### config.mk
export PLATFORM = sky130hd
export DESIGN_NAME = bt_uart_tx_flat
export DESIGN_NICKNAME = d
export VERILOG_FILES = /design/src/rtl/bt_uart_pkg.sv /design/src/rtl/bt_uart_tx_if.sv /design/src/rtl/bt_tx_fifo.sv /design/src/rtl/bt_uart_tx.sv /design/src/flat_wrapper.sv
export SDC_FILE = /design/constraint.sdc
export NUM_CORES = 1
export LEC_CHECK = 0
export ABC_CLOCK_PERIOD_IN_PS = 3200
export BUFFER_PORTS_ARGS = -buffer_cell sky130_fd_sc_hd__buf_4
export CORE_ASPECT_RATIO = 0.6
export CORE_MARGIN = 3
export CORE_UTILIZATION = 60
export DETAILED_ROUTE_END_ITERATION = 10
export PLACE_DENSITY = 0.88
export SLEW_MARGIN = 20
export SYNTH_ARGS = -nofsm -noshare
export SYNTH_HDL_FRONTEND = slang
export SYNTH_SLANG_ARGS = --single-unit
### constraint.sdc
create_clock -name clk -period 3.2 [get_ports clk]
set_clock_uncertainty 0.05 [all_clocks]
set_input_delay 0.16 -clock clk [delete_from_list [all_inputs] [get_ports clk]]
set_output_delay 0.16 -clock clk [all_outputs]
set_load 0.01 [all_outputs]
### src/rtl/bt_uart_pkg.sv
// bt_uart_pkg: shared types and helpers for the Bluetooth UART transmitter.
// Holds the framer state enum, line levels and the baud divisor function.
package bt_uart_pkg;

  typedef enum logic [1:0] {
    IDLE,
    START,
    DATA,
    STOP
  } tx_state_e;

  localparam logic IDLE_LEVEL  = 1'b1;
  localparam logic START_LEVEL = 1'b0;
  localparam logic STOP_LEVEL  = 1'b1;

  function automatic int calc_div(
    input int clk_hz,
    input int baud
  );
    return clk_hz / baud;
  endfunction

endpackage

### src/rtl/bt_uart_tx_if.sv
// bt_uart_tx_if: byte producer handshake (tx_data, tx_valid, tx_ready).
// master = producer side, slave = transmitter side.
interface bt_uart_tx_if;

  logic [7:0] tx_data;
  logic       tx_valid;
  logic       tx_ready;

  modport master (
    output tx_data,
    output tx_valid,
    input  tx_ready
  );

  modport slave (
    input  tx_data,
    input  tx_valid,
    output tx_ready
  );

endinterface

### src/rtl/bt_tx_fifo.sv
// bt_tx_fifo: synchronous byte FIFO, power-of-2 depth, async active-low reset.
// Ports: push/wr_data in, pop/rd_data (head) out, count/full/empty status.
module bt_tx_fifo #(
  parameter  int DEPTH = 4,
  localparam int AW    = $clog2(DEPTH),
  localparam int CW    = AW + 1
) (
  input  logic          clk,
  input  logic          rst_n,
  input  logic          push,
  input  logic [7:0]    wr_data,
  input  logic          pop,
  output logic [7:0]    rd_data,
  output logic [CW-1:0] count,
  output logic          full,
  output logic          empty
);

  logic [7:0]    mem [DEPTH];
  logic [AW-1:0] wr_ptr;
  logic [AW-1:0] rd_ptr;
  logic          do_push;
  logic          do_pop;

  assign full    = (count == CW'(DEPTH));
  assign empty   = (count == '0);
  assign do_push = push && !full;
  assign do_pop  = pop && !empty;
  assign rd_data = mem[rd_ptr];

  always_ff @(posedge clk) begin
    if (do_push) mem[wr_ptr] <= wr_data;
  end

  always_ff @(posedge clk or negedge rst_n) begin
    if (!rst_n) begin
      wr_ptr <= '0;
      rd_ptr <= '0;
      count  <= '0;
    end else begin
      if (do_push) wr_ptr <= wr_ptr + 1'b1;
      if (do_pop)  rd_ptr <= rd_ptr + 1'b1;
      unique case ({do_push, do_pop})
        2'b10:   count <= count + 1'b1;
        2'b01:   count <= count - 1'b1;
        default: ;
      endcase
    end
  end

endmodule

### src/rtl/bt_uart_tx.sv
// bt_uart_tx: 8N1 UART transmitter with byte FIFO for the HC-05/06 RX pin.
// Ports: clk, rst_n, tx_if (slave handshake), SlaveTx, busy, fifo_count.
module bt_uart_tx
  import bt_uart_pkg::*;
#(
  parameter  int CLK_HZ     = 100_000_000,
  parameter  int BAUD       = 9600,
  parameter  int FIFO_DEPTH = 4,
  localparam int DIV        = calc_div(CLK_HZ, BAUD),
  localparam int CW         = $clog2(FIFO_DEPTH) + 1
) (
  input  logic          clk,
  input  logic          rst_n,
  bt_uart_tx_if.slave   tx_if,
  output logic          SlaveTx,
  output logic          busy,
  output logic [CW-1:0] fifo_count
);

  localparam int CNT_W = (DIV > 1) ? $clog2(DIV) : 1;

  tx_state_e        state_q, state_d;
  logic [CNT_W-1:0] cnt_q, cnt_d;
  logic [2:0]       bit_q, bit_d;
  logic [7:0]       shift_q, shift_d;
  logic             line_q, line_d;
  logic             pend_q;
  logic             pop;
  logic             last;
  logic             full;
  logic             empty;
  logic [7:0]       head;

  bt_tx_fifo #(
    .DEPTH (FIFO_DEPTH)
  ) u_fifo (
    .clk     (clk),
    .rst_n   (rst_n),
    .push    (tx_if.tx_valid),
    .wr_data (tx_if.tx_data),
    .pop     (pop),
    .rd_data (head),
    .count   (fifo_count),
    .full    (full),
    .empty   (empty)
  );

  assign tx_if.tx_ready = !full;
  assign SlaveTx        = line_q;
  assign busy           = (state_q != IDLE) || (fifo_count != '0);
  assign last           = (cnt_q == CNT_W'(DIV - 1));

  always_ff @(posedge clk or negedge rst_n) begin
    if (!rst_n) begin
      state_q <= IDLE;
      cnt_q   <= '0;
      bit_q   <= '0;
      shift_q <= '0;
      line_q  <= IDLE_LEVEL;
      pend_q  <= 1'b0;
    end else begin
      state_q <= state_d;
      cnt_q   <= cnt_d;
      bit_q   <= bit_d;
      shift_q <= shift_d;
      line_q  <= line_d;
      pend_q  <= !empty;
    end
  end

  // Idle start waits on the registered non-empty flag: the line drops
  // two edges after the push. STOP chains straight into START.
  always_comb begin
    state_d = state_q;
    cnt_d   = cnt_q + 1'b1;
    bit_d   = bit_q;
    shift_d = shift_q;
    line_d  = line_q;
    pop     = 1'b0;
    unique case (state_q)
      IDLE: begin
        cnt_d  = '0;
        line_d = IDLE_LEVEL;
        if (pend_q) begin
          pop     = 1'b1;
          shift_d = head;
          state_d = START;
          line_d  = START_LEVEL;
        end
      end
      START: begin
        if (last) begin
          cnt_d   = '0;
          bit_d   = '0;
          state_d = DATA;
          line_d  = shift_q[0];
        end
      end
      DATA: begin
        if (last) begin
          cnt_d = '0;
          if (bit_q == 3'd7) begin
            state_d = STOP;
            line_d  = STOP_LEVEL;
          end else begin
            shift_d = shift_q >> 1;
            bit_d   = bit_q + 3'd1;
            line_d  = shift_q[1];
          end
        end
      end
      STOP: begin
        if (last) begin
          cnt_d = '0;
          if (!empty) begin
            pop     = 1'b1;
            shift_d = head;
            state_d = START;
            line_d  = START_LEVEL;
          end else begin
            state_d = IDLE;
            line_d  = IDLE_LEVEL;
          end
        end
      end
      default: begin
        state_d = IDLE;
        cnt_d   = '0;
        line_d  = IDLE_LEVEL;
      end
    endcase
  end

endmodule
### src/flat_wrapper.sv
// flat-port wrapper written by rule: the top's interface ports become plain ports
module bt_uart_tx_flat import bt_uart_pkg::*;
#(
  parameter  int CLK_HZ     = 100_000_000,
  parameter  int BAUD       = 9600,
  parameter  int FIFO_DEPTH = 4,
  localparam int DIV        = calc_div(CLK_HZ, BAUD),
  localparam int CW         = $clog2(FIFO_DEPTH) + 1
)
  (clk, rst_n, SlaveTx, busy, fifo_count, tx_if_tx_data, tx_if_tx_valid, tx_if_tx_ready);
  bt_uart_tx_if tx_if_i ();
  input  logic clk;
  input  logic rst_n;
  output logic SlaveTx;
  output logic busy;
  output logic [CW-1:0] fifo_count;
  input wire logic [$bits(tx_if_i.tx_data)-1:0] tx_if_tx_data;
  input wire logic [$bits(tx_if_i.tx_valid)-1:0] tx_if_tx_valid;
  output wire logic [$bits(tx_if_i.tx_ready)-1:0] tx_if_tx_ready;
  assign tx_if_i.tx_data = tx_if_tx_data;
  assign tx_if_i.tx_valid = tx_if_tx_valid;
  assign tx_if_tx_ready = tx_if_i.tx_ready;
  bt_uart_tx #(.CLK_HZ(CLK_HZ), .BAUD(BAUD), .FIFO_DEPTH(FIFO_DEPTH)) u_core (.clk(clk), .rst_n(rst_n), .tx_if(tx_if_i), .SlaveTx(SlaveTx), .busy(busy), .fifo_count(fifo_count));
endmodule
Word-level counts from Yosys, hierarchy flattened. Memory sizes are Yosys's and may differ from the RTL's. Index checks and enable logic that the tools add are counted.

Add/subtract/negate cells: 6. Equal/unequal tests: 15. Mux-type cells: 33. Reductions and logical operators: 17.

Operators by type and width (count): two-way mux 8 bit (5); one-hot mux 14 bit (2 select lines) (1); one-hot mux 8 bit (3 select lines) (1); adder 14 x 1 -> 14 bit (second input constant) (1); equality test 14 bit (second input constant) (1); two-way mux 14 bit (1); two-way mux 1 bit (12); one-hot mux 3 bit (2 select lines) (2); two-way mux 2 bit (5); inequality test 2 x 1 -> 1 bit (second input constant) (5); two-way mux 3 bit (3); one-hot mux 2 bit (4 select lines) (1); adder 3 x 1 -> 3 bit (second input constant) (2); equality test 2 bit (second input constant) (3); equality test 3 bit (second input constant) (2); AND reduction 6 bit (1); nonzero test 2 bit (3); nonzero test 3 bit (2); AND reduction 5 bit (1); adder 2 x 1 -> 2 bit (second input constant) (2); equality test 2 x 1 -> 1 bit (second input constant) (2); inequality test 2 bit (second input constant) (2); one-hot mux 1 bit (4 select lines) (1); AND reduction 4 bit (1); 9 further kinds (11).

Register bits after elaboration: 36. RAM bits: 32. Bits of input ports: 11. Word-level logic and storage cells: 81. Memories: 1.

Memory list: u_core.u_fifo.mem (words 4, width 8, read ports 1, clocked after Yosys merged registers in 0, write ports 1, RTL line bt_tx_fifo.sv:19) `logic [7:0] mem [DEPTH];`.

Logic depth before layout (Yosys ltp).
Word-level depth: 7. Gate-level depth with buffers: 11. Gate-level depth less buffers: 11.

Hierarchy. A second synthesis with hierarchy kept.

Cell total of the unflattened synthesis: 231. Area total of the unflattened synthesis: 3230.6 um2.

By module, submodules not included: bt_uart_tx (instances 1, cells each 152, area each 1637.8 um2); bt_tx_fifo (instances 1, cells each 79, area each 1592.8 um2).

Least setup slack after synthesis. OpenSTA, ideal clock, no wires.

Path type: reg2reg. From: register u_core.cnt_q[0]. To: register u_core.u_fifo.count[2]. Setup time: 0.079 ns. Arrival time: 2.301 ns. Data required time: 3.071 ns. Slack: 0.770 ns. Cell stages (with the launch flop): 12. Buffers on the path: 0. Path through: dfrtp_1 -> ha_1 -> and4_1 -> and4_2 -> nand2_1 -> a21oi_1 -> ha_1 -> inv_1 -> fa_1 -> xor2_1 -> nor2_1 -> xor2_1.

Cells in the longest elaborated chain, start to end: 6.

Ends and longest elaborated chain: start, declared (RTL line bt_uart_tx.sv:23) `logic [CNT_W-1:0] cnt_q, cnt_d;`; start signal, assigned (RTL line bt_uart_tx.sv:63) `cnt_q <= cnt_d;`; equality test 14 bit (*) (RTL line bt_uart_tx.sv:51) `assign last = (cnt_q == CNT_W'(DIV - 1));`; two-way mux 1 bit (*) (RTL line bt_uart_tx.sv:113) `if (last) begin`; one-hot mux 1 bit (2 select lines) (*) (RTL line bt_uart_tx.sv:80) `unique case (state_q)`; logical AND 1 bit (*) (RTL line bt_tx_fifo.sv:28) `assign do_pop = pop && !empty;`; via u_core.u_fifo.do_pop (RTL line bt_tx_fifo.sv:23) `logic do_pop;`; equality test 2 x 1 -> 1 bit or equality test 2 bit (tied branches) (RTL line bt_tx_fifo.sv:43) `unique case ({do_push, do_pop})`; one-hot mux 3 bit (2 select lines) or nonzero test 2 bit (tied branches); end signal, assigned (RTL line bt_tx_fifo.sv:44) `2'b10: count <= count + 1'b1;`; end signal, assigned (RTL line bt_tx_fifo.sv:45) `2'b01: count <= count - 1'b1;`; end, declared (RTL line bt_tx_fifo.sv:14) `output logic [CW-1:0] count,`.

Mark *: on every way through the listed nets, which the timed path passes. The rest lies on a longest branch. A chain may end at the register's enable or synchronous reset.

Final worst setup path. Ends and elaborated chain as after synthesis.

==> flow_summary.toml <==
[outcome]
outcome = "complete, no violations"

[routing]
dr_total_vias = 2066
via_per_inst = 6.20
totalWireLength_microns = 6160
avgRoutedWirePerCell_microns = 18.5
drt_pass1_iterations = 5
drt-initial-drc-count = 247
ant_nets = 0
route.detailed.drc = 0

[cells_and_area]
insertedDiodeCount = 0
syn_to_final_growth_pct = 14.4
nFillCells = 298
final_cell_mix = "dfrtp_1 (35), edfxtp_1 (32), mux2_2 (18)"
final_common_cell = "dfrtp_1"
layout.cells.non_filler = 333
multiInputGateArea_sq_mm = 0.00128
seqCellArea_sq_mm = 0.00186
drive_above_1_share_pct = 25.1
final_nets = 288

[power]
power_density_mw_per_mm2 = 595
irDropWorstVdd_mv = 0.479
leakagePower_nw = 1.49

[grt]
track_usage_pct = 21.7
grt_pass1_wl_microns = 10400
antenna_found_initial = 0
grt_overflow = 0
first_global_vias = 2023
grt_start_max_net_pins = 37

[critical_path]
path_max_fanout = 5
required_ps = 3430
r2r_end = "u_core.u_fifo.count[2]"
path_class = "reg -> reg"
slowest_delay_ps = 420
crit_end = "u_core.u_fifo.count[2]"
r2r_slack_ps = 440
arrival_ps = 2990
r2r_start = "u_core.cnt_q[0]"
rr_worst_depth = 11
start_kind = "register"
crit_cells = 11
critical-path-slowest-cell = "dfrtp_1"
crit_family = "simple AND/OR/NAND/NOR gates"
crit_buf_inv = 1
critical_path.cell_chain = "ha_1, and4_1, and4_2, nand2_1, a21oi_1, ha_1, inv_1, fa_1, xor2_1, nor2_1, xor2_1"
critical_path.startpoint = "u_core.cnt_q[0]"
end_kind = "register"

[synth]
yosysTopAreaCell = "edfxtp_1"
synth_top_area_share_pct = 29.6
synth_cell_type_count = 49
ys.warnings.count = 0
synth_top_family_by_area = "multiplexers"
syn_inst = 233
syn_area_sq_mm = 0.00324
synth-seq-cells = 68
synth_edf_count = 32
synthMuxAreaShare_pct = 12.1
synthAdderAreaFrac_pct = 6.02
synthesis.nets = 259
synthTopCellsByArea = "edfxtp_1 (30%), dfrtp_1 (27%), mux2_2 (6.2%)"
avgSynthCellArea_sq_um = 13.9
synth_async_sr_flop_share_pct = 52.9
synth-main-ff-cell = "dfrtp_1"
synth-compound-area-share_pct = 6.67
synth_xor_area_share_pct = 3.51
synth-simple-area-share_pct = 11.3
ys_seq_area_share_pct = 57.4

[floorplan]
die_area_sq_mm = 0.00635
ios = 17
die_y_microns = 63.0
initial_core_util_pct = 63.2
rows = 20
die_x_microns = 101
core_area_sq_mm = 0.00513

[clock_network]
cts_tree = "done"
post-cts-setup-buffer-count = 0
clk_latency_ps = 350
cts-root-buf = "clkbuf_8"
h-tree-depth = 3
cts_buffers = 9
clockBufferDepth = 2
path_clk_slew_ps = 80
clkSinkCount = 68

[placed_design]
dp_hpwl_microns = 3990
port_buffers = 16
pre_cts_slack_ps = 517
place_congestion = 0.837
dpl.cell_count = 308

[hold_path]
min_path_type = "in -> reg"

[timing]
slew_headroom_pct = 54.1
timing.fmax_mhz = 362
setup_violations = 0
rsz0062_at_grt = "false"
worst_slew_pin_slew_ps = 689
hold_ws_ps = 131
slew_viol_final = 0
hold_viol = 0
final.setup.worst_slack_ps = 437
finalSetupTns_ps = 0
fin_crit_sh_pct = 86.3
fin_crit_ps = 2760

[flow_run]
cap_viol_max_count = 0
kinds of logic after synthesis:
| kind of cell | after synthesis |
|---|---|
| AOI/OAI and AO/OA | 28 |
| xor gates and xnor gates | 13 |
| adders and majority gates | 15 |
| buffers and inverters | 20 |
| DFF | 68 |
| muxes | 27 |
| and+or+nand+nor | 62 |
report_power, final:
group	internal [mW]	leakage, nW	switching (mW)	total [mW]
Combinational	0.144	0.654	0.174	0.318
Clock	0.442	0.110	0.348	0.790
Sequential	1.05	0.724	0.0548	1.10
Total	1.63	1.49	0.577	2.21
worst min-delay path by stage:
stage	startpoint	end	slack [ps]	cells after the start
floorplan	rst_n	u_core.bit_q[0]	-190	0
global route	tx_if_tx_valid	u_core.u_fifo.wr_ptr[0]	130	3
global placement	rst_n	u_core.cnt_q[13]	90	1
detailed placement	rst_n	u_core.cnt_q[11]	100	1
finish	tx_if_tx_valid	u_core.u_fifo.wr_ptr[0]	130	3
CTS	tx_if_tx_valid	u_core.u_fifo.wr_ptr[0]	120	3
worst register-to-register path, cell delays in order (launching register included):
cell	delay [ps]
dfrtp_1	420
ha_1	230
and4_1	360
and4_2	300
nand2_1	110
a21oi_1	170
ha_1	210
inv_1	70
fa_1	370
xor2_1	150
nor2_1	110
xor2_1	140
state kept, by name, summed over array words and instances (netlist names):
| signal | count |
|---|---|
| u_core.u_fifo.mem | 32 |
| u_core.cnt_q | 14 |
| u_core.shift_q | 8 |
| u_core.bit_q | 3 |
| u_core.u_fifo.count | 3 |
| u_core.state_q | 2 |
| u_core.u_fifo.rd_ptr | 2 |
| u_core.u_fifo.wr_ptr | 2 |
| u_core.SlaveTx | 1 |
| u_core.pend_q | 1 |
synth_stat cells (3+ instances only):
cell      number
nand3_1        5
ha_1          14
xor2_1        10
dfrtp_1       35
inv_1         13
xnor2_1        3
nand2_1       13
a22o_1         3
o31ai_1        3
mux2_2        18
o21ai_0        6
mux4_2         8
nor2_1        11
a21oi_1        6
nor3_1         4
edfxtp_1      32
nand4_1        4
and3_1         5
metal layers:
layer | global-route usage [%] | wire length (microns) | up-vias
met2 | 28.9 | 2730 | 110
met5 | 0 | 0 | -
met4 | 9.95 | 140 | 0
li1 | - | - | 930
met1 | 32.6 | 2730 | 1008
met3 | 6.80 | 555 | 18
area by class of cell:
type	count	share of cell area (%)
Timing Repair Buffer	25	5.66
Tap cell	66	2.23
Multi-Input combinational cell	145	34.6
Clock inverter	7	2.66
Inverter	13	1.31
Sequential cell	68	50.2
Clock buffer	9	3.34
metrics by stage:
| step | instance area [sq um] | utilization [%] | power [mW] |
|---|---|---|---|
| 2_1_floorplan | 3240 | - | 1.30 |
| 5_1_grt | 3710 | 72.3 | 2.32 |
| 4_1_cts | 3710 | 72.3 | 2.22 |
| 3_3_place_gp | 3400 | 66.2 | 1.41 |
| 3_5_place_dp | 3400 | 66.2 | 1.43 |
| 6_report | 3710 | 72.3 | 2.21 |
timing repair:
action,in CTS,in global routing
hold buffers,9,0
gates resized for setup,0,0
hold endpoints to repair,67,0
No activity file was read; power rests on OpenSTA's default activity.
